File: config.mk
export PLATFORM = sky130hd
export DESIGN_NAME = vec_operand_sequencer_flat
export DESIGN_NICKNAME = d
export VERILOG_FILES = /design/src/rtl/vec_pkg.sv /design/src/rtl/vec_operand_sequencer_if.sv /design/src/rtl/bsg_two_fifo.sv /design/src/rtl/vec_operand_sequencer.sv /design/src/flat_wrapper.sv
export SDC_FILE = /design/constraint.sdc
export NUM_CORES = 1
export LEC_CHECK = 0
export ABC_CLOCK_PERIOD_IN_PS = 5300
export CAP_MARGIN = 10
export CORE_ASPECT_RATIO = 1.5
export CORE_MARGIN = 1
export CORE_UTILIZATION = 49
export DETAILED_ROUTE_END_ITERATION = 8
export HOLD_SLACK_MARGIN = 0.05
export PLACE_DENSITY = 0.89
export SLEW_MARGIN = 20
export SYNTH_ARGS = -nofsm -noshare
export SYNTH_HDL_FRONTEND = slang
export SYNTH_SLANG_ARGS = --single-unit
File: constraint.sdc
create_clock -name clk_i -period 5.3 [get_ports clk_i]
set_input_delay 0.795 -clock clk_i [delete_from_list [all_inputs] [get_ports clk_i]]
set_output_delay 0.795 -clock clk_i [all_outputs]
set_load 0.02 [all_outputs]
File: src/rtl/vec_pkg.sv
// Shared types for the vector operand sequencer: element/register widths,
// sequencer state encoding, ALU opcode encoding and the operand packet that
// travels from the register-file read port to the EX-stage ALU.
package vec_pkg;

    localparam int unsigned vdw_p      = 32;
    localparam int unsigned els_p      = 8;
    localparam int unsigned num_regs_p = 8;
    localparam int unsigned op_width_p = 1;

    localparam int unsigned reg_w_p = $clog2(num_regs_p);
    localparam int unsigned el_w_p  = $clog2(els_p);
    localparam int unsigned len_w_p = $clog2(els_p + 1);

    typedef enum logic [1:0] {
        eIdle,
        eIssue,
        eDrain
    } eSeqState;

    typedef enum logic [op_width_p-1:0] {
        eAdd = op_width_p'(0),
        eSub = op_width_p'(1)
    } eAluOp;

    typedef struct packed {
        logic [vdw_p-1:0]   a;
        logic [vdw_p-1:0]   b;
        eAluOp              op;
        logic [reg_w_p-1:0] vd;
        logic [el_w_p-1:0]  el;
        logic               last;
    } vec_opnd_s;

    // Requested lengths beyond the register capacity walk the whole register.
    function automatic logic [len_w_p-1:0] clamp_vlen(input logic [len_w_p-1:0] vlen);
        return (vlen > len_w_p'(els_p)) ? len_w_p'(els_p) : vlen;
    endfunction

endpackage

File: src/rtl/vec_operand_sequencer_if.sv
// Bus bundle of the operand sequencer: instruction port (v/ready + fields),
// register-file read port (strobe, addresses, element, 1-cycle data return),
// ALU operand port (valid/ready + packet) and the done pulse.
// slave = sequencer side, master = surrounding pipeline side.
interface vec_operand_sequencer_if;
    import vec_pkg::*;

    logic                  v_i;
    logic                  ready_o;
    logic [op_width_p-1:0] op_i;
    logic [reg_w_p-1:0]    vd_i;
    logic [reg_w_p-1:0]    vs1_i;
    logic [reg_w_p-1:0]    vs2_i;
    logic [len_w_p-1:0]    vlen_i;

    logic                  rf_r_v_o;
    logic [reg_w_p-1:0]    rf_r_addr0_o;
    logic [reg_w_p-1:0]    rf_r_addr1_o;
    logic [el_w_p-1:0]     rf_r_el_o;
    logic [vdw_p-1:0]      rf_r_data0_i;
    logic [vdw_p-1:0]      rf_r_data1_i;

    logic                  alu_v_o;
    logic                  alu_ready_i;
    logic [vdw_p-1:0]      alu_a_o;
    logic [vdw_p-1:0]      alu_b_o;
    logic [op_width_p-1:0] alu_op_o;
    logic [reg_w_p-1:0]    alu_vd_o;
    logic [el_w_p-1:0]     alu_el_o;
    logic                  alu_last_o;

    logic                  done_o;

    modport slave (
        input  v_i, op_i, vd_i, vs1_i, vs2_i, vlen_i,
        input  rf_r_data0_i, rf_r_data1_i, alu_ready_i,
        output ready_o, rf_r_v_o, rf_r_addr0_o, rf_r_addr1_o, rf_r_el_o,
        output alu_v_o, alu_a_o, alu_b_o, alu_op_o, alu_vd_o, alu_el_o, alu_last_o,
        output done_o
    );

    modport master (
        output v_i, op_i, vd_i, vs1_i, vs2_i, vlen_i,
        output rf_r_data0_i, rf_r_data1_i, alu_ready_i,
        input  ready_o, rf_r_v_o, rf_r_addr0_o, rf_r_addr1_o, rf_r_el_o,
        input  alu_v_o, alu_a_o, alu_b_o, alu_op_o, alu_vd_o, alu_el_o, alu_last_o,
        input  done_o
    );

endinterface

File: src/rtl/bsg_two_fifo.sv
// Two-entry FIFO with valid/yumi dequeue.
// Ports: clk_i, reset_i (async, active high); v_i/data_i enqueue;
// v_o/data_o head; yumi_i pops the head. The writer guarantees a free slot
// whenever v_i is high, so no ready output is provided.
module bsg_two_fifo #(
    parameter int unsigned width_p = 1
) (
    input  logic               clk_i,
    input  logic               reset_i,
    input  logic               v_i,
    input  logic [width_p-1:0] data_i,
    output logic               v_o,
    output logic [width_p-1:0] data_o,
    input  logic               yumi_i
);

    logic [width_p-1:0] mem_q [2];
    logic               wptr_q;
    logic               rptr_q;
    logic [1:0]         cnt_q;

    // Pointers and occupancy.
    always_ff @(posedge clk_i or posedge reset_i) begin
        if (reset_i) begin
            wptr_q <= 1'b0;
            rptr_q <= 1'b0;
            cnt_q  <= 2'd0;
        end else begin
            if (v_i)    wptr_q <= ~wptr_q;
            if (yumi_i) rptr_q <= ~rptr_q;
            cnt_q <= cnt_q + 2'(v_i) - 2'(yumi_i);
        end
    end

    // Storage needs no reset; occupancy gates visibility.
    always_ff @(posedge clk_i) begin
        if (v_i) mem_q[wptr_q] <= data_i;
    end

    assign v_o    = (cnt_q != 2'd0);
    assign data_o = mem_q[rptr_q];

endmodule

File: src/rtl/vec_operand_sequencer.sv
// Vector operand sequencer: accepts one instruction, reads both source
// operands for elements 0..vlen-1 from the register file and streams
// {a, b, op, vd, el, last} to the ALU through a two-entry buffer.
// Ports: clk_i, reset_i (async, active high) and the bus interface
// (instruction in, RF read port, ALU operand port, done pulse).
module vec_operand_sequencer
    import vec_pkg::*;
(
    input  logic                   clk_i,
    input  logic                   reset_i,
    vec_operand_sequencer_if.slave bus
);

    eSeqState           state_q, state_d;
    logic [el_w_p-1:0]  el_q, el_d;
    logic [len_w_p-1:0] vlen_q, vlen_d;
    eAluOp              op_q, op_d;
    logic [reg_w_p-1:0] vd_q, vd_d, vs1_q, vs1_d, vs2_q, vs2_d;
    logic [1:0]         credit_q, credit_d;
    logic               pend_q, pend_d;
    logic [el_w_p-1:0]  pend_el_q, pend_el_d;
    logic               pend_last_q, pend_last_d;
    logic               ready_q, ready_d;
    logic               zero_done_q, zero_done_d;

    logic               rd_c, deq_c, fifo_v_c, el_last_c;
    logic [len_w_p-1:0] vlen_clamped_c;
    vec_opnd_s          enq_c, head_c;

    assign vlen_clamped_c = clamp_vlen(bus.vlen_i);
    assign deq_c          = fifo_v_c & bus.alu_ready_i;
    assign el_last_c      = (len_w_p'(el_q) == (vlen_q - len_w_p'(1)));

    // Read returned last cycle, tagged with the element it was issued for.
    always_comb begin
        enq_c.a    = bus.rf_r_data0_i;
        enq_c.b    = bus.rf_r_data1_i;
        enq_c.op   = op_q;
        enq_c.vd   = vd_q;
        enq_c.el   = pend_el_q;
        enq_c.last = pend_last_q;
    end

    // Next-state: instruction latch, element walk and credit accounting.
    always_comb begin
        state_d     = state_q;
        el_d        = el_q;
        vlen_d      = vlen_q;
        op_d        = op_q;
        vd_d        = vd_q;
        vs1_d       = vs1_q;
        vs2_d       = vs2_q;
        pend_d      = 1'b0;
        pend_el_d   = pend_el_q;
        pend_last_d = pend_last_q;
        zero_done_d = 1'b0;
        rd_c        = 1'b0;

        case (state_q)
            eIdle: begin
                if (bus.v_i && ready_q) begin
                    op_d   = eAluOp'(bus.op_i);
                    vd_d   = bus.vd_i;
                    vs1_d  = bus.vs1_i;
                    vs2_d  = bus.vs2_i;
                    vlen_d = vlen_clamped_c;
                    el_d   = '0;
                    if (vlen_clamped_c == '0) zero_done_d = 1'b1;
                    else                      state_d     = eIssue;
                end
            end
            eIssue: begin
                // A slot freed by this cycle's dequeue is reusable at once,
                // which is what sustains one element per cycle.
                if ((credit_q < 2'd2) || deq_c) begin
                    rd_c        = 1'b1;
                    el_d        = el_q + el_w_p'(1);
                    pend_d      = 1'b1;
                    pend_el_d   = el_q;
                    pend_last_d = el_last_c;
                    if (el_last_c) state_d = eDrain;
                end
            end
            eDrain: begin
                if (deq_c && head_c.last) state_d = eIdle;
            end
            default: state_d = eIdle;
        endcase

        // Credits cover buffered entries plus reads still in flight.
        credit_d = credit_q + 2'(rd_c) - 2'(deq_c);
        ready_d  = (state_d == eIdle);
    end

    always_ff @(posedge clk_i or posedge reset_i) begin
        if (reset_i) begin
            state_q     <= eIdle;
            el_q        <= '0;
            vlen_q      <= '0;
            op_q        <= eAdd;
            vd_q        <= '0;
            vs1_q       <= '0;
            vs2_q       <= '0;
            credit_q    <= 2'd0;
            pend_q      <= 1'b0;
            pend_el_q   <= '0;
            pend_last_q <= 1'b0;
            ready_q     <= 1'b0;
            zero_done_q <= 1'b0;
        end else begin
            state_q     <= state_d;
            el_q        <= el_d;
            vlen_q      <= vlen_d;
            op_q        <= op_d;
            vd_q        <= vd_d;
            vs1_q       <= vs1_d;
            vs2_q       <= vs2_d;
            credit_q    <= credit_d;
            pend_q      <= pend_d;
            pend_el_q   <= pend_el_d;
            pend_last_q <= pend_last_d;
            ready_q     <= ready_d;
            zero_done_q <= zero_done_d;
        end
    end

    bsg_two_fifo #(
        .width_p ($bits(vec_opnd_s))
    ) u_opnd_buf (
        .clk_i   (clk_i),
        .reset_i (reset_i),
        .v_i     (pend_q),
        .data_i  (enq_c),
        .v_o     (fifo_v_c),
        .data_o  (head_c),
        .yumi_i  (deq_c)
    );

    assign bus.ready_o      = ready_q;
    assign bus.rf_r_v_o     = rd_c;
    assign bus.rf_r_addr0_o = vs1_q;
    assign bus.rf_r_addr1_o = vs2_q;
    assign bus.rf_r_el_o    = el_q;

    assign bus.alu_v_o      = fifo_v_c;
    assign bus.alu_a_o      = head_c.a;
    assign bus.alu_b_o      = head_c.b;
    assign bus.alu_op_o     = head_c.op;
    assign bus.alu_vd_o     = head_c.vd;
    assign bus.alu_el_o     = head_c.el;
    assign bus.alu_last_o   = head_c.last;

    // Zero-length instructions finish from the idle state a cycle after accept.
    assign bus.done_o = zero_done_q | ((state_q == eDrain) & deq_c & head_c.last);

endmodule

File: src/flat_wrapper.sv
// flat-port wrapper written by rule: the top's interface ports become plain ports
module vec_operand_sequencer_flat import vec_pkg::*;
  (clk_i, reset_i, bus_v_i, bus_op_i, bus_vd_i, bus_vs1_i, bus_vs2_i, bus_vlen_i, bus_rf_r_data0_i, bus_rf_r_data1_i, bus_alu_ready_i, bus_ready_o, bus_rf_r_v_o, bus_rf_r_addr0_o, bus_rf_r_addr1_o, bus_rf_r_el_o, bus_alu_v_o, bus_alu_a_o, bus_alu_b_o, bus_alu_op_o, bus_alu_vd_o, bus_alu_el_o, bus_alu_last_o, bus_done_o);
  vec_operand_sequencer_if bus_i ();
  input  logic clk_i;
  input  logic reset_i;
  input wire logic [$bits(bus_i.v_i)-1:0] bus_v_i;
  input wire logic [$bits(bus_i.op_i)-1:0] bus_op_i;
  input wire logic [$bits(bus_i.vd_i)-1:0] bus_vd_i;
  input wire logic [$bits(bus_i.vs1_i)-1:0] bus_vs1_i;
  input wire logic [$bits(bus_i.vs2_i)-1:0] bus_vs2_i;
  input wire logic [$bits(bus_i.vlen_i)-1:0] bus_vlen_i;
  input wire logic [$bits(bus_i.rf_r_data0_i)-1:0] bus_rf_r_data0_i;
  input wire logic [$bits(bus_i.rf_r_data1_i)-1:0] bus_rf_r_data1_i;
  input wire logic [$bits(bus_i.alu_ready_i)-1:0] bus_alu_ready_i;
  output wire logic [$bits(bus_i.ready_o)-1:0] bus_ready_o;
  output wire logic [$bits(bus_i.rf_r_v_o)-1:0] bus_rf_r_v_o;
  output wire logic [$bits(bus_i.rf_r_addr0_o)-1:0] bus_rf_r_addr0_o;
  output wire logic [$bits(bus_i.rf_r_addr1_o)-1:0] bus_rf_r_addr1_o;
  output wire logic [$bits(bus_i.rf_r_el_o)-1:0] bus_rf_r_el_o;
  output wire logic [$bits(bus_i.alu_v_o)-1:0] bus_alu_v_o;
  output wire logic [$bits(bus_i.alu_a_o)-1:0] bus_alu_a_o;
  output wire logic [$bits(bus_i.alu_b_o)-1:0] bus_alu_b_o;
  output wire logic [$bits(bus_i.alu_op_o)-1:0] bus_alu_op_o;
  output wire logic [$bits(bus_i.alu_vd_o)-1:0] bus_alu_vd_o;
  output wire logic [$bits(bus_i.alu_el_o)-1:0] bus_alu_el_o;
  output wire logic [$bits(bus_i.alu_last_o)-1:0] bus_alu_last_o;
  output wire logic [$bits(bus_i.done_o)-1:0] bus_done_o;
  assign bus_i.v_i = bus_v_i;
  assign bus_i.op_i = bus_op_i;
  assign bus_i.vd_i = bus_vd_i;
  assign bus_i.vs1_i = bus_vs1_i;
  assign bus_i.vs2_i = bus_vs2_i;
  assign bus_i.vlen_i = bus_vlen_i;
  assign bus_i.rf_r_data0_i = bus_rf_r_data0_i;
  assign bus_i.rf_r_data1_i = bus_rf_r_data1_i;
  assign bus_i.alu_ready_i = bus_alu_ready_i;
  assign bus_ready_o = bus_i.ready_o;
  assign bus_rf_r_v_o = bus_i.rf_r_v_o;
  assign bus_rf_r_addr0_o = bus_i.rf_r_addr0_o;
  assign bus_rf_r_addr1_o = bus_i.rf_r_addr1_o;
  assign bus_rf_r_el_o = bus_i.rf_r_el_o;
  assign bus_alu_v_o = bus_i.alu_v_o;
  assign bus_alu_a_o = bus_i.alu_a_o;
  assign bus_alu_b_o = bus_i.alu_b_o;
  assign bus_alu_op_o = bus_i.alu_op_o;
  assign bus_alu_vd_o = bus_i.alu_vd_o;
  assign bus_alu_el_o = bus_i.alu_el_o;
  assign bus_alu_last_o = bus_i.alu_last_o;
  assign bus_done_o = bus_i.done_o;
  vec_operand_sequencer u_core (.clk_i(clk_i), .reset_i(reset_i), .bus(bus_i));
endmodule
After elaboration in Yosys (flattened, before gate mapping)
Memories as Yosys holds them, arrays and structs flattened.
Index checks and enable logic that the tools add are counted.

storage, ports and cells
  logic and storage cells = 64
  input bits = 82
  output and inout port bits = 85
  memories = 1
  RAM bits = 144
  register bits = 32

cells by class
  multiplexer cells = 17
  reductions and logical operators = 11
  bitwise gates (word level) = 6
  magnitude comparators = 2
  $add $sub $neg = 6
  equality and inequality tests = 5

memories
  name                     words  bits a word  rd ports  clocked after memory_dff  write ports  RTL line            RTL
  u_core.u_opnd_buf.mem_q  2      72           1         0                         1            bsg_two_fifo.sv:17  logic [width_p-1:0] mem_q [2];

operators with widths
  cell                   number
  $mux W2                5
  $mux W1                7
  $mux W3                2
  $pmux W2 S3            1
  $pmux W3 S2            1
  $add A2 B1 Y2          2
  $eq A3 B4 Y1           1
  $gt A4 B4 Y1 const B   1
  $logic_not A2 Y1       2
  $logic_not A4 Y1       1
  $mux W4                1
  $ne A2 B1 Y1 const B   2
  $reduce_and A2 Y1      2
  $reduce_bool A2 Y1     2
  $sub A2 B1 Y2          2
  $sub A4 B1 Y4 const B  1
  $add A3 B1 Y3 const B  1
  $and A1 B1 Y1          3
  $reduce_and A3 Y1      1
  $eq A2 B1 Y1 const B   1
  $eq A2 B2 Y1 const B   1
  $logic_and A1 B1 Y1    2
  $lt A2 B2 Y1 const B   1
  $not A1 Y1             2
  2 further kinds        2

Depth between registers and ports, before layout
Gate-level depths: netlist of run 1.

  word-level depth = 7
  depth in mapped cells = 8
  gate-level depth less buffers = 7

Hierarchy
Synthesis of run 1 repeated with hierarchy kept, for this count alone.

unflattened totals
  cell total of the unflattened synthesis = 365
  area, all modules = 7000.5 um2

modules (own cells, without submodules)
  module                 cells an instance  instances  sequential area each (um2)  area each (um2)
  bsg_two_fifo           239                1          4424.2                      5741.8
  vec_operand_sequencer  126                1          700.7                       1258.7

Worst setup path before layout of run 1
Ideal clock, no wire load.

  path kind = register -> register
  from = reg u_core.pend_q
  to = mem u_core.u_opnd_buf.mem_q[0][0] (netlist name), enable pin
  buffers on the path = 0
  data required time = 4.797 ns
  slack = 1.362 ns
  cell stages (with the launch flop) = 3
  library setup time = 0.503 ns
  data arrival time = 3.435 ns
  period minus slack after synthesis = 3.938 ns
  path through = dfrtp_1 > inv_1 > nor2_1

between the ends
  longest elaborated chain between the ends = 2

RTL lines
  item                           RTL line                      RTL
  start, declared                vec_operand_sequencer.sv:20   logic pend_q, pend_d;
  start signal, assigned         vec_operand_sequencer.sv:119  pend_q <= pend_d;
  $mux W1                        bsg_two_fifo.sv:37            if (v_i) mem_q[wptr_q] <= data_i;
  $mux W1 (not written as such)  bsg_two_fifo.sv:37
  end, declared                  bsg_two_fifo.sv:17

Every way passes these cells.

Final worst setup path of run 1
  from = reg u_core.u_opnd_buf.rptr_q
  to = out bus_done_o

between the ends
  longest elaborated chain between the ends = 3

RTL lines
  item                    RTL line                      RTL
  start, declared         bsg_two_fifo.sv:19            logic rptr_q;
  start signal, assigned  bsg_two_fifo.sv:30            if (yumi_i) rptr_q <= ~rptr_q;
  $mem_v2 Z2 W72          n/a
  $and A1 B1 Y1           vec_operand_sequencer.sv:154  assign bus.done_o = zero_done_q | ((state_q == eDrain) & deq_c & head_c.last);
  $or A1 B1 Y1            vec_operand_sequencer.sv:154
  end, declared           flat_wrapper.sv:28            output wire logic [$bits(bus_i.done_o)-1:0] bus_done_o;

Every way passes these cells.

==> results of run 1 <==
[layout make-up]
class / instances / area share [%]
inverter: 10 / 0.443
multi-input combinational: 169 / 15.7
clock buffer: 20 / 5.29
timing repair buffer: 169 / 18.6
tap: 159 / 2.20
sequential: 176 / 56.7
clock inverter: 12 / 1.04
[placed cells by master (no fill, tap or decap), types with 2 or more instances in the layout]
| cell type | synthesis | final |
|---|---|---|
| clkinvlp_4 | 0 | 2 |
| nand2_1 | 50 | 50 |
| and2_4 | 1 | 2 |
| nand3_1 | 3 | 3 |
| nor2_1 | 3 | 2 |
| inv_6 | 0 | 4 |
| nand3b_1 | 3 | 3 |
| clkinv_4 | 0 | 3 |
| buf_4 | 0 | 3 |
| clkbuf_16 | 0 | 18 |
| o21ai_1 | 4 | 4 |
| mux2_2 | 69 | 69 |
| mux2i_1 | 2 | 2 |
| inv_1 | 9 | 9 |
| edfxtp_1 | 144 | 144 |
| ha_1 | 6 | 6 |
| clkbuf_8 | 0 | 2 |
| dfrtp_1 | 32 | 31 |
| inv_4 | 1 | 3 |
| clkdlybuf4s50_1 | 0 | 166 |
| xnor2_1 | 8 | 8 |
| mux2_1 | 2 | 2 |
[final timing paths]
check                                          from                       endpoint  slack, ps  cells past startpoint
setup / recovery           u_core.u_opnd_buf.rptr_q                     bus_done_o       1830                      4
hold / removal                       u_core.vd_q[1]  u_core.u_opnd_buf.mem_q[0][5]        470                      0
setup reg to reg                      u_core.pend_q  u_core.u_opnd_buf.mem_q[0][3]       3120                      3
hold reg to reg                      u_core.vd_q[1]  u_core.u_opnd_buf.mem_q[0][5]        470                      0
max in group asynchronous                   reset_i       u_core.u_opnd_buf.rptr_q       4180                      3
min in group asynchronous                   reset_i                 u_core.vd_q[1]        770                      3
[power groups by stage]
stage / Clock (mW) / Sequential, mW / Combinational (mW)
2_1_floorplan: 0 / 2.22 / 1.29
3_3_place_gp: 0 / 2.29 / 2.03
3_5_place_dp: 0 / 2.32 / 2.08
4_1_cts: 1.20 / 2.30 / 2.10
5_1_grt: 1.26 / 2.35 / 2.20
6_report: 1.18 / 2.29 / 2.07
[cell families after synthesis]
family,count (synthesis)
buffers and inverters,22
AO/OA/AOI/OAI,13
adder cells (fa/ha/maj),6
flip-flops,176
XOR/XNOR,10
multiplexers,73
AND/OR/NAND/NOR,67
[metrics by stage]
stage / total power, mW / instance area, sq um / util, % / setup slack, ps
2_1_floorplan: 3.51 / 6630 / - / 1360
3_3_place_gp: 4.32 / 8470 / 64.8 / 2090
3_5_place_dp: 4.41 / 8470 / 64.8 / 2070
4_1_cts: 5.60 / 9040 / 69.1 / 1780
5_1_grt: 5.80 / 9040 / 69.1 / 1620
6_report: 5.54 / 9040 / 69.1 / 1830
[critical path, cell delays in order (launching register included)]
cell and delay, ps:
dfrtp_4 1070, mux2i_1 330, inv_1 90, a41o_1 240
clkdlybuf4s50_1 530
[sequential cells by signal, indices dropped and copies added (netlist names), 2 cells and up]
register                 cells
u_core.u_opnd_buf.cnt_q      2
u_core.pend_el_q             3
u_core.bus.rf_r_addr1_o      3
u_core.bus.rf_r_el_o         3
u_core.credit_q              2
u_core.u_opnd_buf.mem_q    144
u_core.vd_q                  3
u_core.state_q               2
u_core.vlen_q                4
u_core.bus.rf_r_addr0_o      3
[per-layer routing]
metal | vias up | global-route usage [%] | share of wire, %
met5 | - | 0 | 0
met4 | 0 | 7.62 | 1.9
met3 | 17 | 5.80 | 4.8
met2 | 107 | 35.1 | 56
met1 | 1832 | 19.4 | 37
li1 | 1712 | - | -
==> out/metrics.yaml, run 1 <==
status: "finished clean"
fp-row-count: 51
die_area_sq_um: 14000
synth_area_leaders: "edfxtp_1 (65%), dfrtp_1 (12%), mux2_2 (12%)"
yosysMostFrequentCell: "edfxtp_1"
drv_cap: 0
cts_max_level: 4
hold_viol: 0
grt_pass1_vias: 4008
p_per_area_nw_per_um2: 613
grt.overflow.total: 0
area_growth_pct: 36.4
cts_buffers: 17
synth_top_family_by_area: "multiplexers"
avgSynthCellArea_sq_um: 18.1
setup_tns_ps: 0
switching_share_pct: 33.2
drc: 0
register_area_sq_um: 5130
wl_per_cell_microns: 17.8
die_w_microns: 97.0
finalCritPeriodShare_pct: 65.5
dp_hpwl_mm: 8.44
synth-compound-area-share_pct: 1.60
port_buffers: 166
clk_pin_slew_ps: 70
io_pins: 167
rsz0062_at_grt: "no"
start_kind: "flop"
holdWs_ps: 473
grt_max_degree: 74
dp.cells: 683
combPwrFrac_pct: 37.3
end_kind: "output port"
synthMuxAreaShare_pct: 12.4
relSlewSlack_pct: 33.5
synth-xor-area-share_pct: 1.55
num_vias: 3668
synthTopCellsByCount: "edfxtp_1 (144), mux2_2 (69), nand2_1 (50)"
grt_pass1_wl_mm: 19.8
ys_seq_area_share_pct: 77.3
layout_min_cycle_time_ps: 3470
p_sw_mw: 1.84
drtPass1Iterations: 4
skew_ps: 9.51
grt_usage_pct: 18.8
synth_ff_type: "edfxtp_1"
synth_cells: 367
finalNonFillerCells: 715
p_clk_share_pct: 21.3
initial_core_util_pct: 50.7
critPathKind: "flop to output port"
routed_wl_mm: 12.7
cp.arrival_ps: 2670
holdBufCountCts: 0
hold_class: "flop to flop"
p_int_mw: 3.70
drt-initial-drc-count: 107
drv_slew: 0
synth-seq-cells: 176
n_antenna_cell: 0
setup_viol: 0
fillers: 879
viasPerCell: 5.13
ys_types: 34
cts_resized: 0
syn_area_sq_um: 6630
cts.path.max_buffers: 2
drive_above_1_share_pct: 20.5
synth_simple_gate_area_share_pct: 4.51
die_h_microns: 144
required_ps: 4510
cts_root_buf: "clkbuf_16"
cts_tree: "done"
clkLatencyLatePin_ps: 410
pwr-share-seq_pct: 41.4
synth_top_cell_area_share_pct: 65.2
coreArea_sq_um: 13100
clock_sinks: 176
ys_warn_count: 0
syn-num-nets: 455
cts_setup_buffers: 0
path_max_fanout: 73
antenna_left: 0
synth_edf_count: 144
vdd_drop_max_mv: 0.391
nets: 631
multi_input_area_sq_um: 1420
antenna_found_initial: 0
worst_pin_slew_ps: 998
synthArstFlopShare_pct: 18.2
routabilityCongestion: 0.799
synth_top_area_cell: "edfxtp_1"
max_freq_mhz: 288
leakage_nw: 3.32
synth_adder_area_share_pct: 1.13
No activity file was read; power rests on OpenSTA's default activity.
==> inputs of run 2 (changes only) <==
ABC_CLOCK_PERIOD_IN_PS = 3010   (was 5300)
CORE_UTILIZATION = 44   (was 49)
PLACE_DENSITY = 0.85   (was 0.89)
clock period = 3.01 ns   (was 5.3 ns; I/O delays follow)
==> run 2 against run 1 <==
Worst hold slack better by 4.8 ps; highest routed layer unchanged; clock-buffer cell count down 1; core utilization down 6.8 points; register-to-register slack worse by 2000 ps; global-route usage down 1.1 points; non-clock buffer count up 3; first-iteration DRC count down 35%; sequential share of layout area down 0.59 points; largest power group unchanged; clock skew up 3.4 ps; setup slack worse by 1500 ps; die area up 11%.
==> out/metrics.yaml, run 2 (synthesis results as in run 1) <==
preCtsSetupSlack_ps: 488
cts_buffers: 17
coreArea_sq_um: 14700
initial_core_util_pct: 45.2
drtPass1Iterations: 4
clock_sinks: 176
p_clk_share_pct: 21.2
antenna_left: 0
worst_path_max_delay_cell: "dfrtp_4"
clk_pin_slew_ps: 70
utilization_pct: 62.3
area_growth_pct: 37.9
holdWs_ps: 478
layout_min_cycle_time_ps: 2720
drt-initial-drc-count: 70
required_ps: 2560
combPwrFrac_pct: 39.0
biggestRegsByFlops: "u_core.u_opnd_buf.mem_q: 144 flops, u_core.vlen_q: 4 flops"
vdd_drop_max_mv: 0.935
drive_above_1_share_pct: 20.9
status: "finished clean"
clkLatencyLatePin_ps: 410
drv_slew: 0
hold_class: "flop to flop"
skew_ps: 12.9
switching_share_pct: 33.4
drc: 0
holdBufCountCts: 0
final_cell_mix: "clkdlybuf4s50_1 (166), edfxtp_1 (144), mux2_2 (69)"
routabilityCongestion: 0.826
viasPerCell: 4.90
io_pins: 167
cts_setup_buffers: 0
pwr-share-seq_pct: 39.8
leakage_nw: 3.35
cts_resized: 0
grt_usage_pct: 17.6
cts_tree: "done"
routed_wl_mm: 13.0
dp_hpwl_mm: 8.99
die_h_microns: 152
fp-row-count: 54
end_kind: "output port"
cts_max_level: 4
p_per_area_nw_per_um2: 1080
num_vias: 3701
fillers: 1074
cpLargestDelayFamily: "flip-flops"
setup_tns_ps: 0
final_common_cell: "clkdlybuf4s50_1"
die_area_sq_um: 15600
crit_path_max_incr_delay_ps: 670
path_buf_inv: 2
max_freq_mhz: 368
path_max_fanout: 24
grt_max_degree: 73
crit_path_cell_trace: "mux2i_1 > inv_1 > a41o_1 > clkdlybuf4s50_1"
cts.path.max_buffers: 2
largest_register_ffs: 144
start_kind: "flop"
relSlewSlack_pct: 33.1
hold_viol: 0
rsz0062_at_grt: "no"
antenna_found_initial: 1
p_int_mw: 6.54
wl_per_cell_microns: 17.2
largest-register: "u_core.u_opnd_buf.mem_q"
p_sw_mw: 3.29
finalCritPeriodShare_pct: 90.3
timing.final.ws_setup_ps: 291
grt_pass1_wl_mm: 20.6
critPathKind: "flop to output port"
worst_pin_slew_ps: 1000
die_w_microns: 102
port_buffers: 166
setup_viol: 0
cp.arrival_ps: 2270
nets: 634
drv_cap: 0
grt_pass1_vias: 4076
grt.overflow.total: 0
cts_root_buf: "clkbuf_16"
n_antenna_cell: 0
[run 2: worst paths after layout]
check                                           endpoint  slack (ps)                  startpoint  cells past startpoint
max                                           bus_done_o         290    u_core.u_opnd_buf.rptr_q                      4
min                        u_core.u_opnd_buf.mem_q[1][5]         480              u_core.vd_q[1]                      0
max reg2reg                           u_core.credit_q[1]        1110  u_core.u_opnd_buf.cnt_q[0]                      7
min reg2reg                u_core.u_opnd_buf.mem_q[1][5]         480              u_core.vd_q[1]                      0
max in group asynchronous       u_core.u_opnd_buf.wptr_q        1790                     reset_i                      3
min in group asynchronous                    u_core.op_q         530                     reset_i                      2
[run 2: routing by layer]
| layer | track usage (%) | share of wire [%] | vias up |
|---|---|---|---|
| li1 | - | - | 1725 |
| met1 | 18.3 | 36 | 1843 |
| met2 | 32.3 | 56 | 107 |
| met3 | 4.40 | 4.7 | 26 |
| met4 | 8.10 | 3.2 | 0 |
| met5 | 0 | 0 | - |
[run 2: cell type report]
cell class              count  area [sq um]  share of cell area [%]
flip-flops and latches    176          5130                    56.1
repair buffers            172          1730                    19.0
multi-input cells         169          1420                    15.5
clock buffers              19           453                    4.96
well taps                 196           245                    2.68
clock inverters            13           120                    1.31
inverters                  10          40.0                   0.438
[run 2: power groups by stage]
stage               Combinational (mW)  Clock, mW  Sequential, mW
finish                            3.83       2.08            3.92
global route                      4.10       2.22            4.00
CTS                               3.89       2.12            3.93
detailed placement                3.88          0            3.97
global placement                  3.78          0            3.91
floorplan                         2.27          0            3.90
[run 2: metrics by stage]
step,std cells,total power [mW],cell area (sq um)
floorplan,367,6.16,6630
global placement,723,7.69,8560
detailed placement,723,7.85,8560
CTS,755,9.94,9140
global route,755,10.3,9140
finish,755,9.83,9140
